==> config.mk <==
export PLATFORM = sky130hd
export DESIGN_NAME = gcd_seq
export DESIGN_NICKNAME = d
export VERILOG_FILES = /design/src/rtl/gcd_seq.sv
export SDC_FILE = /design/constraint.sdc
export NUM_CORES = 1
export LEC_CHECK = 0
export ABC_AREA = 1
export CAP_MARGIN = 30
export CORE_MARGIN = 2
export CORE_UTILIZATION = 46
export CTS_BUF_LIST = sky130_fd_sc_hd__clkbuf_8
export DETAILED_ROUTE_END_ITERATION = 7
export GPL_ROUTABILITY_DRIVEN = 0
export PLACE_DENSITY_LB_ADDON = 0.2
export SYNTH_ARGS = -nofsm -noshare
export SYNTH_HDL_FRONTEND = slang
export SYNTH_SLANG_ARGS = --single-unit
==> constraint.sdc <==
create_clock -name clk -period 2.9 [get_ports clk]
set_input_delay 0.435 -clock clk [delete_from_list [all_inputs] [get_ports clk]]
set_output_delay 0.435 -clock clk [all_outputs]
set_load 0.02 [all_outputs]
==> src/rtl/gcd_seq.sv <==
// -----------------------------------------------------------------------------
// gcd_seq -- sequencer that feeds one operand pair at a time to an external
// iterative gcd unit, waits for its done flag (or a cycle-budget timeout) and
// presents the captured result downstream on a valid/ready handshake.
//
// Parameters
//   TIMEOUT     maximum RUN cycles per operation (2..1023)
//
// Ports
//   clk         sole clock, rising edge
//   rst         asynchronous active-high reset
//   in_valid    operand pair valid (upstream)
//   in_ready    sequencer idle and able to accept a pair
//   in_a, in_b  operands
//   gcd_load    one-cycle load strobe to the gcd unit
//   gcd_a/b     operands held for the gcd unit
//   gcd_done    done flag from the gcd unit
//   gcd_y       result from the gcd unit
//   out_valid   result valid (downstream)
//   out_ready   downstream accepts the result
//   out_y       captured result (0 on timeout)
//   out_err     operation ended by timeout
//   out_cycles  RUN cycles consumed, terminating cycle included
// -----------------------------------------------------------------------------
module gcd_seq #(
  parameter int TIMEOUT = 1000
) (
  input  logic       clk,
  input  logic       rst,
  input  logic       in_valid,
  output logic       in_ready,
  input  logic [7:0] in_a,
  input  logic [7:0] in_b,
  output logic       gcd_load,
  output logic [7:0] gcd_a,
  output logic [7:0] gcd_b,
  input  logic       gcd_done,
  input  logic [7:0] gcd_y,
  output logic       out_valid,
  input  logic       out_ready,
  output logic [7:0] out_y,
  output logic       out_err,
  output logic [9:0] out_cycles
);

  localparam logic [9:0] TIMEOUT_C = 10'(TIMEOUT);

  typedef enum logic [1:0] {
    ST_IDLE = 2'd0,
    ST_LOAD = 2'd1,
    ST_RUN  = 2'd2,
    ST_HOLD = 2'd3
  } state_t;

  state_t     state_q, state_d;

  logic [7:0] gcd_a_q, gcd_a_d;
  logic [7:0] gcd_b_q, gcd_b_d;
  logic [9:0] cnt_q, cnt_d;
  logic [7:0] out_y_q, out_y_d;
  logic       out_err_q, out_err_d;
  logic [9:0] out_cycles_q, out_cycles_d;
  logic       in_ready_q, in_ready_d;
  logic       out_valid_q, out_valid_d;
  logic       gcd_load_q, gcd_load_d;

  // Cycle number of the current RUN cycle (first RUN cycle is 1).
  logic [9:0] run_n;
  logic       run_timeout;

  assign run_n       = cnt_q + 10'd1;
  assign run_timeout = (run_n == TIMEOUT_C);

  // ---------------------------------------------------------------------------
  // State register and all other flops. Reset acts immediately so an
  // in-flight operation is abandoned without emitting a result.
  // ---------------------------------------------------------------------------
  always_ff @(posedge clk or posedge rst) begin
    if (rst) begin
      state_q      <= ST_IDLE;
      gcd_a_q      <= 8'd0;
      gcd_b_q      <= 8'd0;
      cnt_q        <= 10'd0;
      out_y_q      <= 8'd0;
      out_err_q    <= 1'b0;
      out_cycles_q <= 10'd0;
      in_ready_q   <= 1'b1;
      out_valid_q  <= 1'b0;
      gcd_load_q   <= 1'b0;
    end else begin
      state_q      <= state_d;
      gcd_a_q      <= gcd_a_d;
      gcd_b_q      <= gcd_b_d;
      cnt_q        <= cnt_d;
      out_y_q      <= out_y_d;
      out_err_q    <= out_err_d;
      out_cycles_q <= out_cycles_d;
      in_ready_q   <= in_ready_d;
      out_valid_q  <= out_valid_d;
      gcd_load_q   <= gcd_load_d;
    end
  end

  // ---------------------------------------------------------------------------
  // Next-state logic. gcd_done is only looked at in RUN: in IDLE and LOAD the
  // unit may still be showing done from the previous operation.
  // ---------------------------------------------------------------------------
  always_comb begin
    state_d = state_q;
    unique case (state_q)
      ST_IDLE: if (in_valid) state_d = ST_LOAD;
      ST_LOAD: state_d = ST_RUN;
      ST_RUN:  if (gcd_done || run_timeout) state_d = ST_HOLD;
      ST_HOLD: if (out_ready) state_d = ST_IDLE;
      default: state_d = ST_IDLE;
    endcase
  end

  // ---------------------------------------------------------------------------
  // Output / datapath logic. Handshake flags and the load strobe are pure
  // decodes of the next state, registered so they line up with state_q.
  // ---------------------------------------------------------------------------
  always_comb begin
    gcd_a_d      = gcd_a_q;
    gcd_b_d      = gcd_b_q;
    cnt_d        = cnt_q;
    out_y_d      = out_y_q;
    out_err_d    = out_err_q;
    out_cycles_d = out_cycles_q;

    unique case (state_q)
      ST_IDLE: begin
        if (in_valid) begin
          gcd_a_d = in_a;
          gcd_b_d = in_b;
        end
      end
      ST_LOAD: begin
        cnt_d = 10'd0;
      end
      ST_RUN: begin
        cnt_d = run_n;
        // done takes priority over a timeout landing on the same cycle
        if (gcd_done) begin
          out_y_d      = gcd_y;
          out_err_d    = 1'b0;
          out_cycles_d = run_n;
        end else if (run_timeout) begin
          out_y_d      = 8'd0;
          out_err_d    = 1'b1;
          out_cycles_d = TIMEOUT_C;
        end
      end
      ST_HOLD: begin
        // result registers hold until the downstream side takes them
      end
      default: begin
      end
    endcase

    in_ready_d  = (state_d == ST_IDLE);
    gcd_load_d  = (state_d == ST_LOAD);
    out_valid_d = (state_d == ST_HOLD);
  end

  assign in_ready   = in_ready_q;
  assign gcd_load   = gcd_load_q;
  assign gcd_a      = gcd_a_q;
  assign gcd_b      = gcd_b_q;
  assign out_valid  = out_valid_q;
  assign out_y      = out_y_q;
  assign out_err    = out_err_q;
  assign out_cycles = out_cycles_q;

endmodule
# --- After elaboration in Yosys (flattened, before gate mapping) ---
# Cells that the tools add are included.
word_totals:
  register_bits: 50
  input_bits: 29
  wordCells: 35
classes:
  n_addsub: 1
  eq_ne: 6
  mux: 11
  n_reduce_logical: 7
ops:
  columns: ["cell", "count"]
  rows:
  - ["$mux W10", 2]
  - ["$pmux W10 S2", 1]
  - ["$mux W8", 2]
  - ["$add A10 B1 Y10 const B", 1]
  - ["$eq A10 B10 Y1 const B", 1]
  - ["$pmux W2 S4", 1]
  - ["$eq A2 B2 Y1 const B", 3]
  - ["$mux W2", 3]
  - ["$eq A2 B1 Y1 const B", 2]
  - ["$logic_not A2 Y1", 2]
  - ["$reduce_and A2 Y1", 2]
  - ["$reduce_bool A2 Y1", 2]
  - ["$mux W1", 2]
  - ["$logic_or A1 B1 Y1", 1]

# --- Depth between registers and ports, before layout ---
logic_depth:
  word_depth: 6
  depth_mapped: 13

# --- Worst setup path after synthesis ---
# Ideal clock, no wire load.
synth_timing:
  path_kind: "reg-to-reg"
  from: "register cnt_q[0]"
  to: "register out_cycles_q[1], in the netlist out_cycles[1]"
  t_arrival_ps: 1468
  required_ps: 2783
  setup_slack_ps: 1315
  path_stages_with_launch: 14
  path_buffers: 0
  path_cell_list: "dfrtp_1 > ha_1 > nand2_1 > inv_1 > nand3_1 > nand2_1 > nor2_1 > nand2_1 > nor2_2 > nand3_2 > nand2_4 > inv_6 > nand2_1 > nand2_1"
synth_between:
  elab_chain_len: 4
synth_rtl:
  columns: ["item", "line_no", "source"]
  rows:
  - ["from (decl)", "59", "logic [9:0] cnt_q, cnt_d;"]
  - ["from (signal assigned)", "94", "cnt_q <= cnt_d;"]
  - ["$add A10 B1 Y10 *", "71", "assign run_n = cnt_q + 10'd1;"]
  - ["$eq A10 B10 Y1", "72", "assign run_timeout = (run_n == TIMEOUT_C);"]
  - ["$reduce_bool A2 Y1 (no source line)", null, null]
  - ["$reduce_and A2 Y1 (no source line)", null, null]
  - ["to (signal assigned)", "97", "out_cycles_q <= out_cycles_d;"]
  - ["to (decl)", "62", "logic [9:0] out_cycles_q, out_cycles_d;"]
# Every way passes the cells marked *; elsewhere a longest branch is shown, timed or not.
# A chain may end at the register's enable or synchronous reset.

# --- Final worst setup path ---
layout_timing:
  from: "register state_q[0]"
  to: "register out_cycles_q[2], in the netlist out_cycles[2]"
layout_between:
  elab_chain_len: 2
layout_rtl:
  columns: ["item", "line_no", "source"]
  rows:
  - ["from (decl)", "55", "state_t state_q, state_d;"]
  - ["from (signal assigned)", "91", "state_q <= state_d;"]
  - ["$eq A2 B2 Y1", "131", "unique case (state_q)"]
  - ["$reduce_and A2 Y1 (no source line)", null, null]
# No other way between the ends.

==> results by group <==
Status
  • Status: finished, final reports clean

Clock network
  • CTS tree: yes
  • Clock Sinks: 50
  • H-Tree Depth: 2
  • Post-CTS setup buffers: 0
  • CTS Hold Bufs: 0
  • CTS buffer count: 5
  • Max clock buf depth: 2
  • Clock transition at the registers of the reported paths: 100 ps
  • Clk root buf: clkbuf_8
  • # resized after CTS: 0
  • Clock insertion delay at the later pin of the skew report: around 310 ps

Global routing
  • Met1 Track Usage GR: roughly 26%
  • Initial antenna violation count: 0
  • Global-route wire length before repair: just under 8000 um
  • Vias in the first global route: 1624
  • Met3 usage: about 5.7%
  • Met2 Use GR: 30.33%
  • Gr usage total: around a fifth
  • GR peak layer: met2
  • Total grt overflow: 0
  • Largest net degree at the start of global routing: 24

Timing
  • Skew final: 5.683 ps
  • Final min period: 1931 ps
  • Final setup vio count: 0
  • RSZ-0062 raised after global routing: false
  • Post-route setup slack: 969.1 ps
  • Slew Viols, Final: 0
  • Relative max-transition margin: a little under three fifths
  • Sum Neg Setup Slack: 0 ps
  • Final hold vios: 0
  • Worst Tran Pin Value: 672.8 ps
  • Maximum clock frequency: a little over 500 MHz
  • Final Cycle Share: roughly 67%

Synthesis
  • Largest cells by area after synthesis: dfrtp_1, nand2_1, mux2_2, nor2_1, inv_1
  • Ys Warns: 0
  • Synth Instances: roughly 220
  • Yosys top cell by area: dfrtp_1
  • Post-synth top area share: about 56%
  • Cell variety after synth: 26
  • #FFs+latches synth: 50
  • Post-Synthesis Cell Area: roughly 0.0022 sq mm
  • Avg Inst Size Synth: between 9 and 10 sq um
  • Post-synth EDFFs: 0
  • Post-synth top flop: dfrtp_1
  • Most numerous cell in the Yosys netlist: nand2_1
  • Register area share after synthesis: 57.10%
  • Post-synth top cells: nand2_1, dfrtp_1, nor2_1
  • Fraction of registers with async set/reset: between 90% and 100%
  • Synthesized Nets: ~260

Floorplan
  • Die H: 73.05 um
  • Placeable Area: 0.004661 sq mm
  • Ports: 67
  • Starting Density: ~47%
  • Die footprint: 0.005336 sq mm
  • Die width: roughly 73 um
  • Site Rows: 25

Setup path
  • Critical Path AT: about 2100 ps
  • Critical path class: register to register
  • Reg2reg path depth: 11
  • Critical Path Start Type: register
  • Critical Path Sink Type: register
  • R2R setup slack: slightly below 1000 ps
  • Critical Path RT: 3110 ps
  • Max FO, Critical Path: 12

Route
  • First-pass DRT Iterations: 4
  • WL per Instance: ~14 um
  • Initial drt markers: 90
  • Via count: about 1700
  • Routed Wire Length: roughly 4800 um
  • DRT antenna net count: 0
  • Post-route DRC: 0
  • Vias per cell: ~5

Job
  • Max_cap viols: 0

Placed design
  • HPWL Detailed: 3569 um
  • I/O Buffers: 66
  • Post-place setup slack: around 950 ps

Finish
  • Layout Nets: around 330
  • Share of cells above drive strength 1: between 10% and 20%
  • Diodes inserted: 0
  • Layout Utilization: between 60% and 70%
  • Area growth syn-to-layout: 37.71%

Min path
  • Min-Delay Path Class: input pin to async pin

Pwr
  • Pwr dens: approximately 1100 mW/mm^2
  • Pwr Total: about 3.3 mW
  • Worst vdd ir: 0.0006159 V
  • Static leakage: about 1.4 nW
-- power by group --
| part | internal, mW | leakage (nW) | switching [mW] |
|---|---|---|---|
| Combinational | 0.739 | 0.686 | 0.848 |
| Clock | 0.262 | 0.0587 | 0.248 |
| Sequential | 0.991 | 0.619 | 0.169 |
| Total | 1.99 | 1.36 | 1.26 |
-- metal layers --
metal  wire length (um)  vias up
li1                   -      846
met1               2094      840
met2               2442       45
met3                200        7
met4                 73        0
met5                  0        -
-- through the flow --
stage	cells	hold WS (ps)	cell area (sq um)
after floorplan	221	508.9	2193
after detailed placement	338	458.0	2904
after global routing	346	498.8	3020
final	346	458.0	3020
after global placement	338	452.9	2904
after CTS	346	464.2	3020
-- flip-flops by register name (all words and copies together), names as in the netlist --
signal / flops
cnt_q: 10
gcd_a: 8
gcd_b: 8
gcd_load: 1
in_ready: 1
out_cycles: 10
out_err: 1
out_valid: 1
out_y: 8
state_q: 2
-- layout by cell type (no fill, tap or decap), types with 2 or more instances in the layout --
master           count
clkdlybuf4s50_1     66
nand2_1             55
dfrtp_1             49
nor2_1              24
inv_1               20
mux2_2              16
nand3_1             12
o22ai_1              6
o21ai_0              5
a21oi_1              5
ha_1                 5
clkbuf_8             5
nand3_2              3
nand2_2              3
nor2_2               2
inv_6                2
o21a_1               2
buf_4                2
-- layout make-up --
class                   instances  area, sq um
flip-flops and latches         50         1252
fillers                       379         1640
well taps                      54        67.56
clock buffers                   5        68.82
multi-input cells             144        820.8
inverters                      22        87.58
clock inverters                 3        47.55
repair buffers                 68        675.6
-- worst paths after layout --
check,startpoint,to
max,state_q[0],out_cycles[2]
min,rst,out_y[6]
max reg2reg,state_q[0],out_cycles[2]
min reg2reg,out_y[5],out_y[5]
max in group asynchronous,rst,in_ready
min in group clk,out_y[5],out_y[5]
-- logic make-up (layout without fill, tap and decap cells) --
group | Yosys count | count (layout) | synth area share (%)
and+or+nand+nor | 102 | 102 | 20.54
DFF | 50 | 50 | 57.10
buffers and inverters | 27 | 98 | 5.477
AOI/OAI and AO/OA | 20 | 20 | 5.419
muxes | 16 | 16 | 8.214
adders and majority gates | 5 | 5 | 2.852
xor gates and xnor gates | 1 | 1 | 0.3994
-- worst max-delay path, stage by stage, from the launching register on --
cell,delay (ps)
dfrtp_1,420
inv_1,130
ha_1,430
nand2_1,100
nor2_1,110
nand2_1,60
nor2_2,120
nand3_2,100
nand2_4,170
inv_6,70
nand2_1,70
nand2_1,50
(Power assumes the default switching activity.)
